`src/rtl/i2s_pkg.sv`:
```
// Shared I2S frame geometry and the signed audio sample type used by the NCO,
// the mixer and the transmitter.
package i2s_pkg;

  localparam int SAMPLE_BITS = 16;
  localparam int SLOT_BITS   = 32;
  localparam int FRAME_BITS  = 64;

  typedef logic signed [SAMPLE_BITS-1:0] sample_t;

  // Slot positions 1..16 carry sample bits 15..0; position 0 is the I2S delay bit.
  function automatic logic slot_is_data(input logic [4:0] pos);
    return (pos >= 5'd1) && (pos <= 5'(SAMPLE_BITS));
  endfunction

endpackage

```
`src/rtl/i2s_clock_gen.sv`:
```
// I2S clock generator: divides master_clk into BCLK, counts bit positions
// through the 64-bit frame and drives LRCLK plus the falling/frame-start strobes.
module i2s_clock_gen
  import i2s_pkg::*;
#(
  parameter int HALF_DIV = 2
) (
  input  logic       master_clk,
  input  logic       rst,
  output logic       bclk,
  output logic       lrclk,
  output logic [5:0] bit_cnt_next,
  output logic       fall_evt,
  output logic       frame_start
);

  localparam int DIV_W = (HALF_DIV > 1) ? $clog2(HALF_DIV) : 1;

  logic [DIV_W-1:0] div_cnt_reg;
  logic             bclk_reg;
  logic             lrclk_reg;
  logic [5:0]       bit_cnt_reg;
  logic             terminal;

  assign terminal     = (div_cnt_reg == DIV_W'(HALF_DIV - 1));
  assign fall_evt     = terminal & bclk_reg;
  assign bit_cnt_next = bit_cnt_reg + 6'd1;
  assign frame_start  = fall_evt && (bit_cnt_reg == 6'(FRAME_BITS - 1));

  always_ff @(posedge master_clk) begin
    if (!rst) begin
      div_cnt_reg <= '0;
      bclk_reg    <= 1'b0;
      lrclk_reg   <= 1'b0;
      bit_cnt_reg <= 6'(FRAME_BITS - 1);
    end else if (terminal) begin
      div_cnt_reg <= '0;
      bclk_reg    <= ~bclk_reg;
      // Bit position and word select advance only on the BCLK falling edge.
      if (bclk_reg) begin
        bit_cnt_reg <= bit_cnt_next;
        lrclk_reg   <= bit_cnt_next[5];
      end
    end else begin
      div_cnt_reg <= div_cnt_reg + DIV_W'(1);
    end
  end

  assign bclk  = bclk_reg;
  assign lrclk = lrclk_reg;

endmodule

```
`src/rtl/i2s_transmitter.sv`:
```
// I2S transmitter: captures samples at frame start and shifts them MSB-first
// onto SDATA. Define I2S_STEREO_EN to add the sample_in_r right-channel port.
module i2s_transmitter
  import i2s_pkg::*;
#(
  parameter int HALF_DIV = 2
) (
  input  logic        master_clk,
  input  logic        rst,
  input  logic [15:0] sample_in,
`ifdef I2S_STEREO_EN
  input  logic [15:0] sample_in_r,
`endif
  input  logic        tx_mute,
  output logic        sample_clk_en,
  output logic        i2s_bclk,
  output logic        i2s_lrclk,
  output logic        i2s_sdata
);

  logic [5:0] bit_cnt_next;
  logic       fall_evt;
  logic       frame_start;

  i2s_clock_gen #(
    .HALF_DIV(HALF_DIV)
  ) u_clock_gen (
    .master_clk  (master_clk),
    .rst         (rst),
    .bclk        (i2s_bclk),
    .lrclk       (i2s_lrclk),
    .bit_cnt_next(bit_cnt_next),
    .fall_evt    (fall_evt),
    .frame_start (frame_start)
  );

  sample_t    left_reg;
  sample_t    right_reg;
  sample_t    shift_reg;
  sample_t    left_cap;
  sample_t    right_cap;
  sample_t    shift_src;
  logic       sdata_reg;
  logic       strobe_reg;
  logic [4:0] pos_next;

  assign pos_next = bit_cnt_next[4:0];

  always_comb begin
    left_cap = tx_mute ? '0 : sample_t'(sample_in);
`ifdef I2S_STEREO_EN
    right_cap = tx_mute ? '0 : sample_t'(sample_in_r);
`else
    right_cap = tx_mute ? '0 : sample_t'(sample_in);
`endif
    // The first data bit of a slot comes straight from the captured channel.
    shift_src = shift_reg;
    if (pos_next == 5'd1)
      shift_src = bit_cnt_next[5] ? right_reg : left_reg;
  end

  always_ff @(posedge master_clk) begin
    if (!rst) begin
      left_reg   <= '0;
      right_reg  <= '0;
      shift_reg  <= '0;
      sdata_reg  <= 1'b0;
      strobe_reg <= 1'b0;
    end else begin
      strobe_reg <= frame_start;
      if (frame_start) begin
        left_reg  <= left_cap;
        right_reg <= right_cap;
      end
      if (fall_evt) begin
        if (slot_is_data(pos_next)) begin
          sdata_reg <= shift_src[SAMPLE_BITS-1];
          shift_reg <= {shift_src[SAMPLE_BITS-2:0], 1'b0};
        end else begin
          sdata_reg <= 1'b0;
        end
      end
    end
  end

  assign sample_clk_en = strobe_reg;
  assign i2s_sdata     = sdata_reg;

endmodule
```
`config.mk`:
```
export PLATFORM = sky130hd
export DESIGN_NAME = i2s_transmitter
export DESIGN_NICKNAME = d
export VERILOG_FILES = /design/src/rtl/i2s_pkg.sv /design/src/rtl/i2s_clock_gen.sv /design/src/rtl/i2s_transmitter.sv
export SDC_FILE = /design/constraint.sdc
export NUM_CORES = 1
export LEC_CHECK = 0
export ABC_CLOCK_PERIOD_IN_PS = 2900
export BUFFER_PORTS_ARGS = -buffer_cell sky130_fd_sc_hd__buf_2
export CAP_MARGIN = 20
export CORE_AREA = 2 2 68 70
export DETAILED_ROUTE_END_ITERATION = 6
export DIE_AREA = 0 0 70 72
export GPL_ROUTABILITY_DRIVEN = 0
export PLACE_DENSITY = 0.71
export SYNTH_ARGS = -nofsm -noshare
export SYNTH_HDL_FRONTEND = slang
export SYNTH_SLANG_ARGS = --single-unit
export TNS_END_PERCENT = 50
```
`constraint.sdc`:
```
create_clock -name master_clk -period 2.9 [get_ports master_clk]
set_clock_uncertainty 0.05 [all_clocks]
set_input_delay 0.145 -clock master_clk [delete_from_list [all_inputs] [get_ports master_clk]]
set_output_delay 0.145 -clock master_clk [all_outputs]
set_load 0.05 [all_outputs]
```
# Word level (Yosys, flattened, before mapping)
# Index checks and enable logic that the tools add are counted.
# classes
mux	3
n_bitwise	3
magnitude_cmp	2
eq_ne	2
reduce_logical	5
add_sub_neg	2
# op_table
operator	count
16-bit 2-to-1 mux	2
6-bit by 1-bit adder with 6-bit output, second input constant	1
6-bit == test, second input constant	1
5-bit by 1-bit == test with 1-bit output, second input constant	1
5-bit by 1-bit greater-or-equal comparator with 1-bit output, second input constant	1
5-bit less-or-equal comparator, second input constant	1
2-bit AND reduction	2
1-bit logical AND	2
1-bit inverter	2
2-bit OR reduction	1
1-bit adder, second input constant	1
1-bit bitwise AND	1
1-bit 2-to-1 mux	1
# totals
elab_cells	25
output_inout_bits	4
inputBits	19
register_bits	42

# Depth between registers and ports, before layout
# logic_depth
word_depth	4
depth_mapped	10

# Modules after synthesis
# Synthesis repeated with hierarchy kept, for this count alone.
# hier_totals
hier_cells	216
hier_area_um2	1813.0
# by_module_without_submodules
mod	n_inst	area_each_um2	cells_per_inst	seq_area_each_um2
i2s_transmitter	1	1378.8	166	660.6
i2s_clock_gen	1	434.2	50	180.2

# Worst setup path after synthesis
# OpenSTA, ideal clock, no wires.
# synth_path
path_kind	flip-flop to flip-flop
startpoint	register u_clock_gen.bit_cnt_reg[0]
endpoint	register shift_reg[13]
path_slack_ps	816
path_stages_with_launch	11
arrival_time_ps	1912
path_buffers	3
period_less_slack_ps	2084
path_cell_list	dfxtp_1 > buf_2 > inv_1 > ha_1 > clkbuf_1 > nand3_1 > a21oi_1 > nor2_1 > clkbuf_1 > and3_1 > o32a_1
# synth_between
elab_chain_cells	4
word_cells_on_any_way	7
cone_classes	add/sub (1); order compare (2); eq/ne (1); mux (1); reduce/logical (2)
# synth_rtl
item	line_no	rtl
start: declaration	i2s_clock_gen.sv:22	logic [5:0] bit_cnt_reg;
start signal: assignment	i2s_clock_gen.sv:35	bit_cnt_reg <= 6'(FRAME_BITS - 1);
start signal: assignment	i2s_clock_gen.sv:41	bit_cnt_reg <= bit_cnt_next;
6-bit by 1-bit adder with 6-bit output *	i2s_clock_gen.sv:27	assign bit_cnt_next = bit_cnt_reg + 6'd1;
net bit_cnt_next[0]	i2s_transmitter.sv:21	logic [5:0] bit_cnt_next;
5-bit by 1-bit greater-or-equal comparator with 1-bit output or 5-bit less-or-equal comparator (tied branches)	i2s_pkg.sv:13	return (pos >= 5'd1) && (pos <= 5'(SAMPLE_BITS));
1-bit logical AND	i2s_pkg.sv:13	
2-bit AND reduction (no source line)	-	
end signal: assignment	i2s_transmitter.sv:78	shift_reg <= {shift_src[SAMPLE_BITS-2:0], 1'b0};
end: declaration	i2s_transmitter.sv:39	sample_t shift_reg;
# The timed path passes the listed nets; every way through them passes the cells marked *.
# A chain may end at the register's enable or synchronous reset.

# Worst setup path in the final report
# layout_path
startpoint	register u_clock_gen.bit_cnt_reg[0]
endpoint	register sdata_reg, in the netlist i2s_sdata
# layout_between
elab_chain_cells	4
word_cells_on_any_way	7
cone_classes	add/sub (1); order compare (2); eq/ne (1); mux (2); reduce/logical (1)
# layout_rtl
item	line_no	rtl
6-bit by 1-bit adder with 6-bit output *	i2s_clock_gen.sv:27	
5-bit by 1-bit greater-or-equal comparator with 1-bit output (tied with other cells)	i2s_pkg.sv:13	
1-bit logical AND or 16-bit 2-to-1 mux (tied branches)	i2s_pkg.sv:13, i2s_transmitter.sv:58	
1-bit 2-to-1 mux *	i2s_transmitter.sv:76	if (slot_is_data(pos_next)) begin
end signal: assignment	i2s_transmitter.sv:77	sdata_reg <= shift_src[SAMPLE_BITS-1];
end: declaration	i2s_transmitter.sv:43	logic sdata_reg;
# Mark *: on every way between the ends. The rest lies on a longest branch, timed or not.

==> impl_summary.log <==
INFO  metric status = complete, no violations
INFO  metric grt_first_pass_wirelength = approximately 6.4 mm
INFO  metric required_time_of_the_worst_setup_path = roughly 3100 ps
INFO  metric grt_setup_unrepaired = no
INFO  metric drt_first_iter_violations = 81
INFO  metric cap_viol_max_count = 0
INFO  metric sw_share = a little over a quarter
INFO  metric start_util = 43.3%
INFO  metric synthesis.instances = 198
INFO  metric use_met3 = roughly 5.7%
INFO  metric finalMaxSlewViolations = 0
INFO  metric power-per-cell-area = roughly 610 nW/µm²
INFO  metric yosysUniqueCellTypes = 39
INFO  metric grt_most_used_layer = met2
INFO  metric hold-path-endpoint = right_reg[2]
INFO  metric layout_worst_path_cycle_share = 80.9%
INFO  metric cts_resized = 0
INFO  metric gr-usage-met2 = 25.5%
INFO  metric hpwl = around 2.4 mm
INFO  metric placed_cells = approximately 260
INFO  metric power.net_switching = 0.340 mW
INFO  metric largest_register_ffs = 16
INFO  metric final-hold-violation-count = 0
INFO  metric fin_cells = 270
INFO  metric worst_slack = 553 ps
INFO  metric cp_top_family = compound AO/OA/AOI/OAI gates
INFO  metric cts_tree = yes
INFO  metric cts_htree_levels = 2
INFO  metric cts_inserted_buffers = 5
INFO  metric critical-path-top-cell-by-count = a21oi_2
INFO  metric clock_sinks = 42
INFO  metric critPathLaunch = u_clock_gen.bit_cnt_reg[0]
INFO  metric power.sequential.fraction = 49.1%
INFO  metric largest_fanout_on_the_critical_path = 10
INFO  metric layout.core_utilization = 49.6%
INFO  metric timing.reg2reg.setup_slack = 550 ps
INFO  metric max_clock_freq = 0.426 GHz
INFO  metric critical_path.n_buffers_inverters = 1
INFO  metric max_clock_buf_depth = 2
INFO  metric synth-seq-cells = 42
INFO  metric syn-num-nets = 220
INFO  metric synth_async_sr_flop_share = 0%
INFO  metric ys_seq_area_share = 45.6%
INFO  metric timing.setup.critical_path_class = reg2reg
INFO  metric post_route_cells_drive_above_1_share = 20.2%
INFO  metric crit_path_start_kind = register
INFO  metric share_comb_of_total_power = 15.7%
INFO  metric core_region_area = 4260 µm²
INFO  metric dr.pass1.iters = 4
INFO  metric clock-root-buffer = clkbuf_8
INFO  metric power_frac_clock = 35.1%
INFO  metric reg2reg_to = i2s_sdata
INFO  metric place.port_buffers = 22
INFO  metric synth_top_area_share = 45.6%
INFO  metric crit_path_cell_trace = ha_1 > or3b_1 > a21oi_2 > o41ai_2 > a21oi_2 > buf_4 > a31o_2
INFO  metric synth-edff-count = 0
INFO  metric cellLeakagePower = 0.947 nW
INFO  metric grt_overflow = 0
INFO  metric drt.antenna.violating_nets = 0
INFO  metric slew_headroom = 59.8%
INFO  metric die_width = 70 µm
INFO  metric setup_viol = 0
INFO  metric drt-vias-per-instance = 5.49
INFO  metric worstHoldPathType = in2reg
INFO  metric postRouteWirelength = around 3.6 mm
INFO  metric synth_area = approximately 1800 µm²
INFO  metric ys_top_cells_by_area = dfxtp_1 (46%), a22o_1 (7.6%), o32a_1 (7.1%), a21oi_1 (4.9%), and3_1 (4.4%)
INFO  metric internal_power = 0.951 mW
INFO  metric routed_wire_length_per_instance = ~13 µm
INFO  metric timing.reg2reg.worst_path_depth = 7
INFO  metric cp_slowest_stage_delay = approximately 520 ps
INFO  metric critical-path-slowest-cell = o41ai_2
INFO  metric worst-endpoint-arrival = 2500 ps
INFO  metric floorplan.rows = 24
INFO  metric main_synth_ff_type = dfxtp_1
INFO  metric holdCritStartpoint = sample_in[2]
INFO  metric grt_use_met1 = between 20% and 30%
INFO  metric synthesis.area_per_instance = approximately 9.3 µm²
INFO  metric design.portCount = 23
INFO  metric timing.rr.start = u_clock_gen.bit_cnt_reg[0]
INFO  metric gr-usage-all-layers = about 16%
INFO  metric grt_antenna_before_repair = 0
INFO  metric worst_case_hold_slack = ~6.4 ps
INFO  metric largest_net_degree_at_the_start_of_global_routing = 28
INFO  metric n_fill_cell = around 400
INFO  metric route.vias.total = approximately 1500
INFO  metric height_of_the_die = 72 µm
INFO  metric number_of_global_route_vias_before_repair = about 1400
INFO  metric num_antenna_cells = 0
INFO  metric worst_skew_pair.late_latency = 300 ps
INFO  metric preCtsSetupSlack = a little under 600 ps
INFO  metric max-vdd-ir-drop = 0.449 mV
INFO  metric worst_setup_path_end_kind = register
INFO  metric drt_drc_violations_left = 0
INFO  metric yosys_warnings = 0
INFO  metric fin_nets = approximately 240
INFO  metric fin_crit = 2350 ps
INFO  metric min_path_cells = 2
INFO  metric timing_worst_slew_pin_value = about 600 ps
INFO  metric totalNegativeSetupSlack = 0 ps
INFO  metric clkTransAtPathRegs = 90 ps
INFO  metric fp.dieArea = 5040 µm²
INFO  metric area.growth.synth_to_final = 14.5%
INFO  metric netlist.top_cell.by_area = dfxtp_1
## worst register-to-register path, cell delays in order (launching register included)
cell     delay, ps
dfxtp_1        510
ha_1           360
or3b_1         170
a21oi_2         60
o41ai_2        520
a21oi_2        150
buf_4          210
a31o_2         230
## area by class of cell
class,count,area [µm²],area share (%)
inverter,3,11.3,0.533
timing repair buffer,31,185,8.76
clock buffer,5,68.8,3.26
sequential,42,841,39.8
clock inverter,3,40.0,1.89
tap,52,65.1,3.08
multi-input combinational,134,902,42.7
## power by group through the flow
stage	clock network [mW]	logic [mW]	registers, mW
after floorplan	0	0.153	0.645
after global placement	0	0.199	0.646
after detailed placement	0	0.201	0.647
after CTS	0.461	0.202	0.633
after global routing	0.490	0.230	0.638
final	0.453	0.203	0.634
## timing repair
| item | CTS | global route |
|---|---|---|
| endpoints found under the hold margin | 0 | 3 |
| setup endpoints to repair | 0 | 0 |
| setup buffers | 0 | 0 |
| hold buffers | 0 | 3 |
## synthesized netlist by cell type (4+ instances only)
| library cell | n |
|---|---|
| nand2_1 | 8 |
| o32a_1 | 13 |
| dfxtp_1 | 42 |
| o21ai_0 | 4 |
| and3_1 | 13 |
| a22o_1 | 16 |
| nand3_1 | 6 |
| xnor2_1 | 4 |
| clkbuf_1 | 10 |
| buf_2 | 7 |
| nor2_1 | 20 |
| a21oi_1 | 18 |
## cells in the final DEF, fill, tap and decap left out, types with 2 or more instances in the layout
| cell type | instances |
|---|---|
| a21o_1 | 2 |
| a21oi_1 | 18 |
| a21oi_2 | 2 |
| a22o_1 | 16 |
| and2_1 | 2 |
| and3_1 | 13 |
| buf_2 | 22 |
| buf_4 | 6 |
| clkbuf_8 | 5 |
| clkinv_2 | 2 |
| dfxtp_1 | 42 |
| dlygate4sd3_1 | 3 |
| ha_1 | 3 |
| inv_1 | 3 |
| nand2_1 | 8 |
| nand3_1 | 6 |
| nand4_1 | 2 |
| nor2_1 | 20 |
| nor3_1 | 2 |
| o21ai_0 | 4 |
| o32a_1 | 13 |
| or3_1 | 2 |
| xnor2_1 | 4 |
## routing by layer
layer | vias to the layer above | part of all wire, %
met5 | - | 0
met4 | 0 | 0.81
met3 | 5 | 3.0
met2 | 20 | 45
met1 | 684 | 51
li1 | 773 | -
## worst max-delay path by stage
stage | endpoint | slack [ps] | cells past startpoint
2_1_floorplan | shift_reg[13] | 820 | 10
3_3_place_gp | i2s_sdata | 600 | 7
3_5_place_dp | i2s_sdata | 590 | 7
4_1_cts | i2s_sdata | 550 | 7
5_1_grt | shift_reg[12] | 350 | 8
6_report | i2s_sdata | 550 | 7
## logic make-up (layout without fill, tap and decap cells)
group                    count (synthesis)  count (layout)  share of synthesized area (%)
AO/OA/AOI/OAI                           63              63                           26.5
XOR/XNOR                                 4               4                           1.90
adder cells (fa/ha/maj)                  3               3                           2.03
buffers and inverters                   22              42                           5.56
flip-flops                              42              42                           45.6
multiplexers                             2               2                           1.15
AND/OR/NAND/NOR                         62              62                           17.3
## metrics by stage
step	area, µm²	total power [mW]
2_1_floorplan	1850	0.798
5_1_grt	2110	1.36
4_1_cts	2080	1.30
3_3_place_gp	1970	0.845
3_5_place_dp	1970	0.847
6_report	2110	1.29
(Power assumes the default switching activity.)
